$ cat config.mk
export PLATFORM = sky130hd
export DESIGN_NAME = pipe_reg_n
export DESIGN_NICKNAME = d
export VERILOG_FILES = /design/src/rtl/pipe_reg_n.sv
export SDC_FILE = /design/constraint.sdc
export NUM_CORES = 1
export LEC_CHECK = 0
export CORE_MARGIN = 3
export CORE_UTILIZATION = 50
export DETAILED_ROUTE_END_ITERATION = 16
export PLACE_DENSITY = 0.78
export SLEW_MARGIN = 20
export SYNTH_ARGS = -nofsm -noshare
export SYNTH_HDL_FRONTEND = slang
export SYNTH_SLANG_ARGS = --single-unit
export TNS_END_PERCENT = 10
$ cat constraint.sdc
create_clock -name C -period 3.1 [get_ports C]
set_input_delay 0.465 -clock C [delete_from_list [all_inputs] [get_ports C]]
set_output_delay 0.465 -clock C [all_outputs]
set_load 0.05 [all_outputs]
$ cat src/rtl/pipe_reg_n.sv
// ============================================================================
// Module   : pipe_reg_n
// Purpose  : STAGES-deep WIDTH-bit pipeline register with valid bits, stall,
//            flush and occupancy count. Option macro: PIPE_REG_N_FLUSH_CLR_EN
// Revision : 1.0 - initial release
// ============================================================================
`default_nettype none

module pipe_reg_n #(
  parameter int WIDTH  = 16,
  parameter int STAGES = 3,
  parameter int CW     = $clog2(STAGES + 1)
) (
  input  logic             C,
  input  logic             CLR_N,
  input  logic             CE,
  input  logic             FLUSH,
  input  logic [WIDTH-1:0] D,
  input  logic             IN_VALID,
  output logic [WIDTH-1:0] O,
  output logic             OUT_VALID,
  output logic [CW-1:0]    COUNT
);

  logic [WIDTH-1:0]  r_data [STAGES];
  logic [STAGES-1:0] r_valid;
  logic [CW-1:0]     r_count;

  logic              w_shift;
  logic              w_data_en;
  logic              w_data_clr;
  logic [CW-1:0]     w_count_next;

  assign w_shift = CE && !FLUSH;

`ifdef PIPE_REG_N_FLUSH_CLR_EN
  assign w_data_clr = !CLR_N || FLUSH;
  assign w_data_en  = w_shift;
`else
  // Flush leaves the datapath on its normal CE schedule; only valid bits drop.
  assign w_data_clr = !CLR_N;
  assign w_data_en  = CE;
`endif

  // Entering and leaving entries balance, so this never exceeds STAGES.
  assign w_count_next = r_count + CW'(IN_VALID) - CW'(r_valid[STAGES-1]);

  generate
    for (genvar i = 0; i < STAGES; i++) begin : g_stage
      logic [WIDTH-1:0] w_data_in;

      if (i == 0) begin : g_head
        assign w_data_in = D;
      end else begin : g_body
        assign w_data_in = r_data[i-1];
      end

      always_ff @(posedge C) begin
        if (w_data_clr) begin
          r_data[i] <= '0;
        end else if (w_data_en) begin
          r_data[i] <= w_data_in;
        end
      end
    end
  endgenerate

  always_ff @(posedge C) begin
    if (!CLR_N) begin
      r_valid <= '0;
      r_count <= '0;
    end else if (FLUSH) begin
      r_valid <= '0;
      r_count <= '0;
    end else if (w_shift) begin
      if (STAGES == 1) begin
        r_valid <= STAGES'(IN_VALID);
      end else begin
        r_valid <= {r_valid[STAGES-2:0], IN_VALID};
      end
      r_count <= w_count_next;
    end
  end

  assign O         = r_data[STAGES-1];
  assign OUT_VALID = r_valid[STAGES-1];
  assign COUNT     = r_count;

endmodule

`default_nettype wire

== Word level (Yosys, flattened, before mapping) ==
Memory sizes are Yosys's and may differ from the RTL's.
Index checks and enable logic that the tools add are counted.

* Flip-flop bits (word level): 5
* RAM bits: 48
* Bits of input ports: 21
* Output and inout bits: 19
* Logic and storage cells: 19
* Memories kept: 1

* Add/subtract/negate cells: 2
* Mux-type cells: 7
* Bitwise gates (word level): 4
* Reduce and logical (&&, ||, !) cells: 3

{| class="wikitable"
|+ Memory list
! name !! depth !! width !! rd ports !! clocked after Yosys merged registers in !! wr ports !! RTL line !! source
|-
| r_data || 3 || 16 || 3 || 0 || 3 || 25 || <nowiki>logic [WIDTH-1:0] r_data [STAGES];</nowiki>
|}

{| class="wikitable"
|+ Operators with widths
! operator !! count
|-
| 16-bit 2-to-1 mux || 3
|-
| 1-bit 2-to-1 mux || 4
|-
| 1-bit bitwise OR || 3
|-
| 2-bit by 1-bit adder with 2-bit output || 1
|-
| 2-bit OR reduction || 1
|-
| 2-bit by 1-bit subtractor with 2-bit output || 1
|-
| 1-bit logical AND || 1
|-
| 1-bit zero test || 1
|-
| 1-bit NOT || 1
|}

== Longest topological paths before layout ==
* Depth in word-level cells: 4
* Depth in mapped cells: 7
* Depth with buffers taken out: 7

== Least setup slack after synthesis ==
No wires, ideal clock.

* Path kind: input to register
* Start: in CE
* End: mem r_data[0][0] (enable)
* Setup time: 0.413 ns
* Data arrival time: 1.986 ns
* Required time: 2.687 ns
* Setup slack: 0.701 ns
* Cell stages on the path: 3
* Path buffers: 2
* Cells stage by stage: buf_4 buf_2 nand2b_1

{| class="wikitable"
|+ RTL lines
! element !! RTL line !! source
|-
| start, declared || 16 || <nowiki>input logic CE,</nowiki>
|-
| end, declared || 25 ||
|}

== Worst setup path in the final report ==
* Start: reg r_count[1] (netlist: COUNT[1])
* End: out COUNT[1]

{| class="wikitable"
|+ RTL lines
! element !! RTL line !! source
|-
| start, declared || 27 || <nowiki>logic [CW-1:0] r_count;</nowiki>
|-
| start signal, assigned || 81 || <nowiki>r_count <= w_count_next;</nowiki>
|-
| end, declared || 22 || <nowiki>output logic [CW-1:0] COUNT</nowiki>
|}

No word-level cell between the ends.

==> impl_metrics.ini <==
[clock_network]
cts_tree = done
clk_pin_slew_worst_paths_ns = 0.09
postCtsSetupBuffers = 0
clock_path_buffers = 2
root_buffer = clkbuf_8
cts_made_buffers = 5
postCtsHoldBufs = 0
clk_latency_ns = 0.30
cts_num_sinks = 53
post_cts_resized = 0
ctsHtreeMaxLevel = 2

[synthesis]
synth_seq_cells = 53
netlist-cell-type-count = 14
yosysSeqAreaShare_pct = 76.0
synthCells = 131
synth.area.top_cells = edfxtp_1, and3_1, dfxtp_1, mux2i_1, buf_2
synth_edf_count = 48
syn_area_sq_um = 2030
ys_warn_count = 0
yosys-top-cells-count = and3_1, edfxtp_1, buf_2, dfxtp_1, nor2_1
synth_top_area_share_pct = 71.0
async_reset_ff_share_pct = 0
syn_nets = 154
yosysTopAreaCell = edfxtp_1
syn_area_per_cell_sq_um = 15.5
ys.flop_type = edfxtp_1

[global_route]
grt_antenna_before_repair = 0
grt_pass1_wl_mm = 4.71
grt_pass1_vias = 1030
grt_start_max_net_pins = 55
track_usage_pct = 12.7
grt-ovfl-total = 0

[worst_setup_path]
r2r_slack_ns = 1.59
worst-path-stages = 1
critical-path-top-delay-family = buffers and inverters
required_ns = 2.63
ff2ff_path_depth = 7
slowest_delay_ns = 0.82
endpoint_kind = primary output
cp_slowest_cell = clkdlybuf4s50_1
r2r-end = COUNT[1]
critical_path_class = reg2out
endpoint = COUNT[1]
crit_chain = clkdlybuf4s50_1
cp.arrival_ns = 1.50
cp-start-kind = register
path_buf_inv = 1
rr_startpoint = COUNT[0]
crit_start = COUNT[1]
crit_path_max_fanout = 3

[timing]
timing.fmax_mhz = 509
fin_setup_tns_ns = 0
timing.hold.ws_ns = 0.515
finalSetupViolations = 0
skew_ns = 0.0105
worst_pin_slew_ns = 0.548
hold_violations = 0
layout_min_cycle_time_ns = 1.97
finalCritPeriodShare_pct = 63.4
rsz0062_at_grt = false
relSlewSlack_pct = 63.5
drv_slew = 0

[routing]
ant_nets = 0
vias_per_cell = 5.08
wl_per_cell_microns = 12.9
drt_wl_total_mm = 2.82
top_layer = met4
dr.pass1.iters = 4
vias = 1108
dr_wl_met2_mm = 1.30
drtIter0Drc = 59
drcViolationCount = 0
wl_met3_microns = 212
wl_met1_mm = 1.25

[min_path]
min_path_type = reg2reg

[place]
placed_area_sq_um = 2450
place.gp.congestion = 0.700
dp_hpwl_mm = 1.90
portBuffers = 39
post-place-cells = 210

[floorplan]
core_sq_um = 3800
num_rows = 22
die-area_sq_um = 4860
start_util_pct = 53.4
io_pins = 40
die_w_microns = 69.7
die_height_microns = 69.7

[pwr]
leakagePower_nw = 1.13
power_w = 0.00143
power.density_nw_per_um2 = 559
p_sw_w = 0.000307
ir_drop_uv = 395
p_sw_share_pct = 21.4
p_int_w = 0.00113
pwr-share-comb_pct = 10.5
power_frac_seq_pct = 58.5
p_clk_share_pct = 31.0

[run_status]
status = complete, no violations

[final_layout]
fin_cells = 218
final_area_sq_um = 2560
drive_above_1_share_pct = 6.47
diodes = 0
final_nets = 192
syn_to_final_growth_pct = 26.1

[run]
maxCapViolCount = 0
==> metal layers <==
metal | vias up | global-route usage [%]
met5 | - | 0
li1 | 565 | -
met4 | 0 | 5.74
met3 | 5 | 5.94
met2 | 39 | 18.9
met1 | 499 | 15.9
==> per-stage QoR <==
stage / utilization, % / worst slack, ns
after global placement: 64.5 / 1.03
after floorplan: - / 0.701
after detailed placement: 64.5 / 0.957
after CTS: 67.4 / 1.11
after global routing: 67.4 / 1.06
final: 67.4 / 1.13
==> cell families (layout without fill, tap and decap cells) <==
kind of cell,count (synthesis),after routing,share of synthesized area [%]
AO/OA/AOI/OAI,2,2,0.802
XOR/XNOR,1,1,0.432
adder cells (fa/ha/maj),2,2,1.23
buffers and inverters,14,53,3.27
flip-flops,53,53,76.0
multiplexers,4,4,1.97
AND/OR/NAND/NOR,55,55,16.3
==> worst min-delay path, stage by stage (launching register included) <==
cell and delay [ns]:
dfxtp_1 0.34, mux2i_1 0.07, nor2_1 0.07
==> worst min-delay path by stage <==
stage	startpoint	cells past startpoint	slack, ns	to
3_3_place_gp	r_valid[1]	2	0.47	r_valid[1]
3_5_place_dp	r_valid[1]	2	0.49	r_valid[2]
6_report	r_valid[1]	2	0.51	r_valid[1]
2_1_floorplan	r_valid[0]	2	0.46	r_valid[0]
4_1_cts	r_valid[1]	2	0.53	r_valid[1]
5_1_grt	r_valid[1]	2	0.56	r_valid[1]
==> placed cells by master (no fill, tap or decap) <==
| master | n |
|---|---|
| clkinv_1 | 1 |
| clkbuf_8 | 5 |
| xor2_1 | 1 |
| and3_1 | 48 |
| a31o_1 | 1 |
| nor2_1 | 5 |
| dfxtp_1 | 5 |
| nand2b_1 | 1 |
| clkinvlp_4 | 1 |
| buf_4 | 3 |
| a211oi_1 | 1 |
| clkdlybuf4s50_1 | 39 |
| inv_1 | 3 |
| ha_1 | 2 |
| mux2i_1 | 4 |
| bufinv_16 | 1 |
| nand2b_2 | 1 |
| edfxtp_1 | 48 |
==> power groups by stage <==
| stage | Combinational (W) | Clock [W] | Sequential, W |
|---|---|---|---|
| final | 0.000150 | 0.000444 | 0.000838 |
| after global routing | 0.000160 | 0.000485 | 0.000843 |
| after CTS | 0.000151 | 0.000457 | 0.000839 |
| after detailed placement | 0.000151 | 0 | 0.000855 |
| after global placement | 0.000147 | 0 | 0.000852 |
| after floorplan | 0.0000433 | 0 | 0.000902 |
==> state kept, by name, summed over array words and instances (netlist names) <==
register / flops
r_data: 48
COUNT: 2
r_valid: 3
==> final cells by class <==
class / count / area [sq um]
clock buffers: 5 / 68.8
clock inverters: 3 / 41.3
fillers: 241 / 1240
inverters: 3 / 11.3
multi-input cells: 64 / 424
flip-flops and latches: 53 / 1540
well taps: 48 / 60.1
repair buffers: 42 / 413
(Power assumes the default switching activity.)
